===== config.mk =====
export PLATFORM = sky130hd
export DESIGN_NAME = fetch_sequencer
export DESIGN_NICKNAME = d
export VERILOG_FILES = /design/src/rtl/fetch_sequencer_pkg.sv /design/src/rtl/fetch_target_gen.sv /design/src/rtl/fetch_sequencer.sv
export SDC_FILE = /design/constraint.sdc
export NUM_CORES = 1
export LEC_CHECK = 0
export BUFFER_PORTS_ARGS = -buffer_cell sky130_fd_sc_hd__clkbuf_2
export CAP_MARGIN = 10
export CORE_MARGIN = 3
export CORE_UTILIZATION = 46
export DETAILED_ROUTE_END_ITERATION = 8
export PLACE_DENSITY = 0.82
export SYNTH_ARGS = -nofsm -noshare
export SYNTH_HDL_FRONTEND = slang
export SYNTH_SLANG_ARGS = --single-unit

===== constraint.sdc =====
create_clock -name clk -period 2.6 [get_ports clk]
set_input_delay 0.13 -clock clk [delete_from_list [all_inputs] [get_ports clk]]
set_output_delay 0.13 -clock clk [all_outputs]
set_load 0.005 [all_outputs]

===== src/rtl/fetch_sequencer_pkg.sv =====
// Shared types and constants for the fetch sequencer and its target generator.
package fetch_sequencer_pkg;

    typedef enum logic [1:0] {
        IDLE  = 2'd0,
        RUN   = 2'd1,
        FLUSH = 2'd2,
        HALT  = 2'd3
    } fetch_state_e;

    localparam int kFetchResetPc = 0;

endpackage


===== src/rtl/fetch_target_gen.sv =====
// Combinational redirect decision and target address for branches and JALR.
module fetch_target_gen
    import fetch_sequencer_pkg::*;
#(
    parameter int IMEM_ADDR_W = 10,
    parameter int BR_OFF_W    = 8
) (
    input  logic                   stall_i,
    input  logic                   branch_i,
    input  logic                   jump_now_i,
    input  logic                   jalr_i,
    input  logic [IMEM_ADDR_W-1:0] branch_base_i,
    input  logic [BR_OFF_W-1:0]    branch_off_i,
    input  logic [31:0]            jalr_target_i,
    output logic                   redirect_o,
    output logic [IMEM_ADDR_W-1:0] target_o
);

    function automatic logic [IMEM_ADDR_W-1:0] sext_off(input logic signed [BR_OFF_W-1:0] off);
        logic signed [IMEM_ADDR_W-1:0] ext;
        ext = IMEM_ADDR_W'(off);
        return ext;
    endfunction

    logic [IMEM_ADDR_W-1:0] br_target_d;
    logic                   unused_jalr_hi;

    // Only the word-address bits of the ALU result are meaningful to I-mem.
    assign unused_jalr_hi = ^jalr_target_i[31:IMEM_ADDR_W];

    assign br_target_d = branch_base_i + sext_off(branch_off_i);
    assign target_o    = jalr_i ? jalr_target_i[IMEM_ADDR_W-1:0] : br_target_d;
    assign redirect_o  = !stall_i && ((branch_i && jump_now_i) || jalr_i);

endmodule


===== src/rtl/fetch_sequencer.sv =====
// PC generator and fetch-control FSM; FETCH_REDIRECT_CNT_EN adds a redirect counter output.
module fetch_sequencer
    import fetch_sequencer_pkg::*;
#(
    parameter int IMEM_ADDR_W = 10,
    parameter int BR_OFF_W    = 8
) (
    input  logic                   clk,
    input  logic                   n_reset,
    input  logic                   start_i,
    input  logic [IMEM_ADDR_W-1:0] start_pc_i,
    input  logic                   halt_i,
    input  logic                   stall_i,
    input  logic                   jump_now_i,
    input  logic                   branch_i,
    input  logic [IMEM_ADDR_W-1:0] branch_base_i,
    input  logic [BR_OFF_W-1:0]    branch_off_i,
    input  logic                   jalr_i,
    input  logic [31:0]            jalr_target_i,
    output logic [IMEM_ADDR_W-1:0] pc_o,
    output logic                   fetch_valid_o,
    output logic                   flush_o,
    output logic [1:0]             state_o
`ifdef FETCH_REDIRECT_CNT_EN
    ,
    output logic [31:0]            redirect_cnt_o
`endif
);

    fetch_state_e           state_q;
    logic [IMEM_ADDR_W-1:0] pc_q;
    logic [IMEM_ADDR_W-1:0] pc_inc_d;
    logic                   valid_q;
    logic                   redirect_d;
    logic [IMEM_ADDR_W-1:0] target_d;
`ifdef FETCH_REDIRECT_CNT_EN
    logic [31:0]            cnt_q;
`endif

    fetch_target_gen #(
        .IMEM_ADDR_W (IMEM_ADDR_W),
        .BR_OFF_W    (BR_OFF_W)
    ) u_target_gen (
        .stall_i       (stall_i),
        .branch_i      (branch_i),
        .jump_now_i    (jump_now_i),
        .jalr_i        (jalr_i),
        .branch_base_i (branch_base_i),
        .branch_off_i  (branch_off_i),
        .jalr_target_i (jalr_target_i),
        .redirect_o    (redirect_d),
        .target_o      (target_d)
    );

    assign pc_inc_d = pc_q + 1'b1;

    // Halt outranks a redirect, so the squash only fires when the redirect is accepted.
    assign flush_o = n_reset && (state_q == RUN) && !halt_i && redirect_d;

    always_ff @(posedge clk) begin
        if (!n_reset) begin
            state_q <= IDLE;
            pc_q    <= IMEM_ADDR_W'(kFetchResetPc);
            valid_q <= 1'b0;
`ifdef FETCH_REDIRECT_CNT_EN
            cnt_q   <= 32'd0;
`endif
        end else begin
            case (state_q)
                IDLE, HALT: begin
                    if (start_i) begin
                        pc_q    <= start_pc_i;
                        valid_q <= 1'b1;
                        state_q <= RUN;
                    end else begin
                        valid_q <= 1'b0;
                    end
                end
                RUN: begin
                    if (halt_i) begin
                        valid_q <= 1'b0;
                        state_q <= HALT;
                    end else if (redirect_d) begin
                        pc_q    <= target_d;
                        valid_q <= 1'b0;
                        state_q <= FLUSH;
`ifdef FETCH_REDIRECT_CNT_EN
                        cnt_q   <= cnt_q + 32'd1;
`endif
                    end else if (!stall_i) begin
                        pc_q    <= pc_inc_d;
                        valid_q <= 1'b1;
                    end
                end
                FLUSH: begin
                    if (halt_i) begin
                        valid_q <= 1'b0;
                        state_q <= HALT;
                    end else begin
                        pc_q    <= pc_inc_d;
                        valid_q <= 1'b1;
                        state_q <= RUN;
                    end
                end
                default: begin
                    valid_q <= 1'b0;
                    state_q <= IDLE;
                end
            endcase
        end
    end

    assign pc_o          = pc_q;
    assign fetch_valid_o = valid_q;
    assign state_o       = state_q;
`ifdef FETCH_REDIRECT_CNT_EN
    assign redirect_cnt_o = cnt_q;
`endif

endmodule


* Word level (Yosys, flattened, before mapping)
Index checks and enable logic that the tools add are counted.
** Storage, ports and cells
- Register bits :: 13
** Cells by class
- Add/sub/neg operators :: 2
- Equality and inequality tests :: 9
- Muxes and demuxes :: 18
- Reductions and logical operators :: 12
** Operator list (number)
- 10-bit 2-to-1 mux :: 6
- 10-bit one-hot mux with 3 select lines :: 1
- 10-bit by 1-bit adder with 10-bit output (second input constant) :: 1
- 10-bit adder :: 1
- 2-bit 2-to-1 mux :: 4
- 2-bit inequality test (second input constant) :: 3
- 3-bit inequality test (second input constant) :: 2
- 2-bit one-hot mux with 3 select lines :: 1
- 1-bit logical AND :: 5
- 1-bit 2-to-1 mux :: 5
- 2-bit == test (second input constant) :: 2
- 4-bit inequality test (second input constant) :: 1
- 4-bit AND reduction :: 1
- 1-bit one-hot mux with 3 select lines :: 1
- 2-bit by 1-bit == test with 1-bit output (second input constant) :: 1
- 1-bit zero test :: 2
- 2-bit zero test :: 1
- 2-bit AND reduction :: 1
- 2-bit OR reduction :: 1
- 1-bit logical OR :: 1

* Depth between registers and ports, before layout
- Word-level depth :: 6
- Mapped depth :: 8

* By module
A second synthesis with hierarchy kept.
** Unflattened totals
- Cells, all modules :: 206
- Area, all modules :: 1527.7 um^2
** By module, submodules not included
- fetch_sequencer :: times used 1, cells an instance 120, area an instance 920.9 um^2
- fetch_target_gen :: times used 1, cells an instance 86, area an instance 606.8 um^2

* Least setup slack after synthesis
No wires, ideal clock.
- Path kind :: input port to flip-flop
- Start :: input branch_base_i[0]
- End :: register pc_q[8], in the netlist pc_o[8]
- Setup time :: 127 ps
- Data arrival time :: 1796 ps
- Required time :: 2473 ps
- Slack :: 677 ps
- Stages on the path :: 7
- Buffers on the path :: 0
- Path through :: ha_1 fa_1 a211o_1 and3_4 o311a_1 a311oi_1 o22ai_1
** On the way
- Word-level cells in the longest chain between the ends :: 5
** RTL lines
- start: declaration :: RTL line fetch_sequencer.sv:16 : input logic [IMEM_ADDR_W-1:0] branch_base_i,
- 10-bit adder :: RTL line fetch_target_gen.sv:31 : assign br_target_d = branch_base_i + sext_off(branch_off_i);
- 10-bit 2-to-1 mux :: RTL line fetch_target_gen.sv:32 : assign target_o = jalr_i ? jalr_target_i[IMEM_ADDR_W-1:0] : br_target_d;
- 10-bit 2-to-1 mux :: RTL line fetch_sequencer.sv:83 : end else if (redirect_d) begin
- 10-bit 2-to-1 mux :: RTL line fetch_sequencer.sv:80 : if (halt_i) begin
- 10-bit one-hot mux with 3 select lines :: RTL line fetch_sequencer.sv:69 : case (state_q)
- end signal: assignment :: RTL line fetch_sequencer.sv:72 : pc_q <= start_pc_i;
- end signal: assignment :: RTL line fetch_sequencer.sv:84 : pc_q <= target_d;
- end signal: assignment :: RTL line fetch_sequencer.sv:91 : pc_q <= pc_inc_d;
- end: declaration :: RTL line fetch_sequencer.sv:31 : logic [IMEM_ADDR_W-1:0] pc_q;
No other way between the ends. The select of a mux whose other input is x is not followed.
A chain may end at the register's enable or synchronous reset.

* Worst setup path in the final report
- Start :: register state_q[1], in the netlist state_o[1]
- End :: register pc_q[7], in the netlist pc_o[7]
** On the way
- Word-level cells in the longest chain between the ends :: 4
** RTL lines
- start: declaration :: RTL line fetch_sequencer.sv:30 : fetch_state_e state_q;
- start signal: assignment :: RTL line fetch_sequencer.sv:62 : state_q <= IDLE;
- start signal: assignment :: RTL line fetch_sequencer.sv:74 : state_q <= RUN;
- start signal: assignment :: RTL line fetch_sequencer.sv:82 : state_q <= HALT;
- 2-bit == test or 2-bit zero test (tied branches) :: RTL line fetch_sequencer.sv:69
- 2-bit OR reduction :: RTL line fetch_sequencer.sv:69
- 2-bit inequality test (no line)
- 4-bit AND reduction (no line)
- end signal: assignment :: RTL line fetch_sequencer.sv:63 : pc_q <= IMEM_ADDR_W'(kFetchResetPc);
- end signal: assignment :: RTL line fetch_sequencer.sv:72
- end signal: assignment :: RTL line fetch_sequencer.sv:84
Parallel ways exist; a longest one is shown, timed or not.

==> results_dict.tcl <==
set metrics [dict create \
    status "complete, no violations" \
    avgSynthCellArea_um2 7.448 \
    grt_overflow_total 0 \
    hold_violations 0 \
    synth_mux_area_share_pct 1.990 \
    regToRegSetupSlack_ns 0.29 \
    nFillCells 321 \
    synth_edf_count 0 \
    syn-cell-area_um2 1572 \
    finClkSkew_ns 0.002454 \
    crit_type "flop to flop" \
    max_slew_margin_pct 50.57 \
    timing.rr.end "pc_o[7]" \
    cts_buffer_depth 2 \
    die_x_um 64.45 \
    ys_seq_area_share_pct 16.56 \
    num_io_pins 82 \
    vias 1866 \
    gp_congestion 0.9295 \
    cts_buffers 3 \
    start_util_pct 49.84 \
    period_share_pct 88.91 \
    grt_max_degree 24 \
    routed_via_density 6.000 \
    critPathSlowestCell "o21a_1" \
    grt_pass1_vias 1708 \
    ys_warn_count 0 \
    dp_hpwl_um 3475 \
    path_clk_slew_ns 0.08 \
    layout_commonest_cell "clkbuf_2" \
    numPortBuffers 59 \
    syn_to_final_growth_pct 22.21 \
    synth_compound_area_share_pct 34.55 \
    timing.rr.start "state_o[1]" \
    antenna_found_initial 0 \
    regArea_um2 260.3 \
    cts_hold_buffers 0 \
    grt_usage_pct 21.88 \
    async_flop_share_pct 0 \
    worstPathCellList "inv_1, ha_1, a21oi_1, o21a_1, o21ai_0, a22oi_1, o32ai_1" \
    crit_required_ns 2.76 \
    die_area_um2 4154 \
    worst_slew_pin_slew_ns 0.7414 \
    synth-xor-area-share_pct 5.494 \
    synthAdderAreaFrac_pct 10.83 \
    ys_types 54 \
    ys_ff_latch 13 \
    multi_input_area_um2 1257 \
    fin_nets 349 \
    yosys.area_share.simple_pct 27.15 \
    core.rowCount 20 \
    yosys.area.top_type_share_pct 16.56 \
    drc 0 \
    routed_wl_um 4454 \
    cp_max_fo 23 \
    setup_viol 0 \
    cp-endpoint "pc_o[7]" \
    synthFlopType "dfxtp_1" \
    drive_gt1_share_pct 27.34 \
    tns_ns 0 \
    crit_arrival_ns 2.47 \
    rsz0062_at_grt "false" \
    syn-num-nets 292 \
    drt_iter0_markers 130 \
    post_cts_resized 0 \
    leakagePower_nw 0.8495 \
    cts_root_buffer "clkbuf_4" \
    cts_setup_buffers 0 \
    drtAntennaViolNets 0 \
    max-cap-violations 0 \
    hold_class "input pin to flop" \
    grt_first_pass_wirelength_um 7383 \
    synth_area_leaders "dfxtp_1 17%, ha_1 9.6%, nor2_1 4.8%" \
    reg2reg_depth 7 \
    critical_path.startpoint_type "flop" \
    post-route-util_pct 60.91 \
    wl_per_cell_um 14.32 \
    whs_ns 0.1418 \
    yosysTopAreaCell "dfxtp_1" \
    critical_path.endpoint_type "flop" \
    crit_start "state_o[1]" \
    clock_latency_ns 0.28 \
    slew_violations 0 \
    critical-path-max-stage-delay_ns 0.65 \
    syn-instance-count 211 \
    cts_sinks 13 \
    core_area_um2 3153 \
    fmax_mhz 432.6 \
    synth_top_family_by_area "compound AO/OA/AOI/OAI gates" \
    die_h_um 64.45 \
    htree_levels 1 \
    drtPass1Iterations 5 \
    tritoncts "done" \
    diodes 0 \
    min_period_ns 2.312 \
    p_per_area_nw_per_um2 792.4 \
    max-vdd-ir-drop_mv 0.2645 \
    final_cell_mix "59 x clkbuf_2, 20 x nor2_1, 16 x nand2_1" \
]
worst max-delay path: cells and delay by family, from the launching register on:
kind / cells / cell delay [ns]
fa+ha+maj: 1 / 0.37
flops: 1 / 0.36
buf+inv: 1 / 0.07
compound gates: 5 / 1.41
power breakdown:
group	total [mW]	internal [mW]	switching (mW)
sequential	0.427	0.288	0.140
combinational	0.965	0.424	0.541
clock	0.129	0.0596	0.0697
Yosys cell counts, types with 2 or more instances:
| library cell | instances |
|---|---|
| nor2_1 | 20 |
| nand2_1 | 16 |
| o21ai_0 | 14 |
| dfxtp_1 | 13 |
| ha_1 | 12 |
| a21oi_1 | 11 |
| o22ai_1 | 9 |
| a211oi_1 | 7 |
| nand3_1 | 7 |
| nor3_1 | 7 |
| nor2b_1 | 6 |
| o211ai_1 | 6 |
| xor2_1 | 6 |
| inv_1 | 5 |
| buf_2 | 4 |
| clkbuf_1 | 4 |
| or2_2 | 4 |
| a21o_1 | 3 |
| a22oi_1 | 3 |
| a31oi_1 | 3 |
| and3_1 | 3 |
| nand2b_1 | 3 |
| a22o_1 | 2 |
| a41o_1 | 2 |
| and2_1 | 2 |
| mux2i_1 | 2 |
| nand3b_1 | 2 |
| nand4_1 | 2 |
| nor3b_1 | 2 |
| o21a_1 | 2 |
| o221ai_1 | 2 |
| o31ai_1 | 2 |
| o32ai_1 | 2 |
| or3_1 | 2 |
| xnor2_1 | 2 |
metal layers:
| metal | GRT usage, % | vias up | share of wire, % |
|---|---|---|---|
| li1 | - | 925 | - |
| met1 | 28.09 | 853 | 44 |
| met2 | 38.02 | 84 | 48 |
| met3 | 2.426 | 4 | 7.5 |
| met4 | 7.124 | 0 | 0.76 |
| met5 | 0 | - | 0 |
layout make-up:
class | count | share of cell area [%]
clock buffer | 4 | 1.368
inverter | 5 | 0.9772
multi-input combinational | 185 | 65.47
sequential | 13 | 13.55
tap | 44 | 2.866
timing repair buffer | 60 | 15.77
cells by family after synthesis:
group	after synthesis
fa+ha+maj	13
compound gates	79
mux	3
simple gates	81
xor+xnor	9
buf+inv	13
flops	13
per-stage QoR:
step / std cells / power, mW / cell area (um2) / setup slack, ns
floorplan: 211 / 1.090 / 1572 / 0.6772
global placement: 307 / 1.352 / 1894 / 0.3861
detailed placement: 307 / 1.371 / 1894 / 0.3636
CTS: 311 / 1.505 / 1921 / 0.3421
global route: 311 / 1.656 / 1921 / 0.06117
finish: 311 / 1.522 / 1921 / 0.2884
how the worst min path moves through the flow:
stage,from,to,slack [ns],depth (start not counted)
after CTS,start_pc_i[0],pc_o[0],0.14,3
after global routing,jalr_target_i[5],pc_o[5],0.18,3
after floorplan,n_reset,pc_o[0],0.30,2
after detailed placement,start_pc_i[0],pc_o[0],0.45,3
final,start_pc_i[0],pc_o[0],0.14,3
after global placement,start_pc_i[0],pc_o[0],0.44,3
flip-flops by register name (all words and copies together) (netlist names):
signal	count
pc_o	10
fetch_valid_o	1
state_o	2
Note: power is estimated with default switching activity, not from simulation.
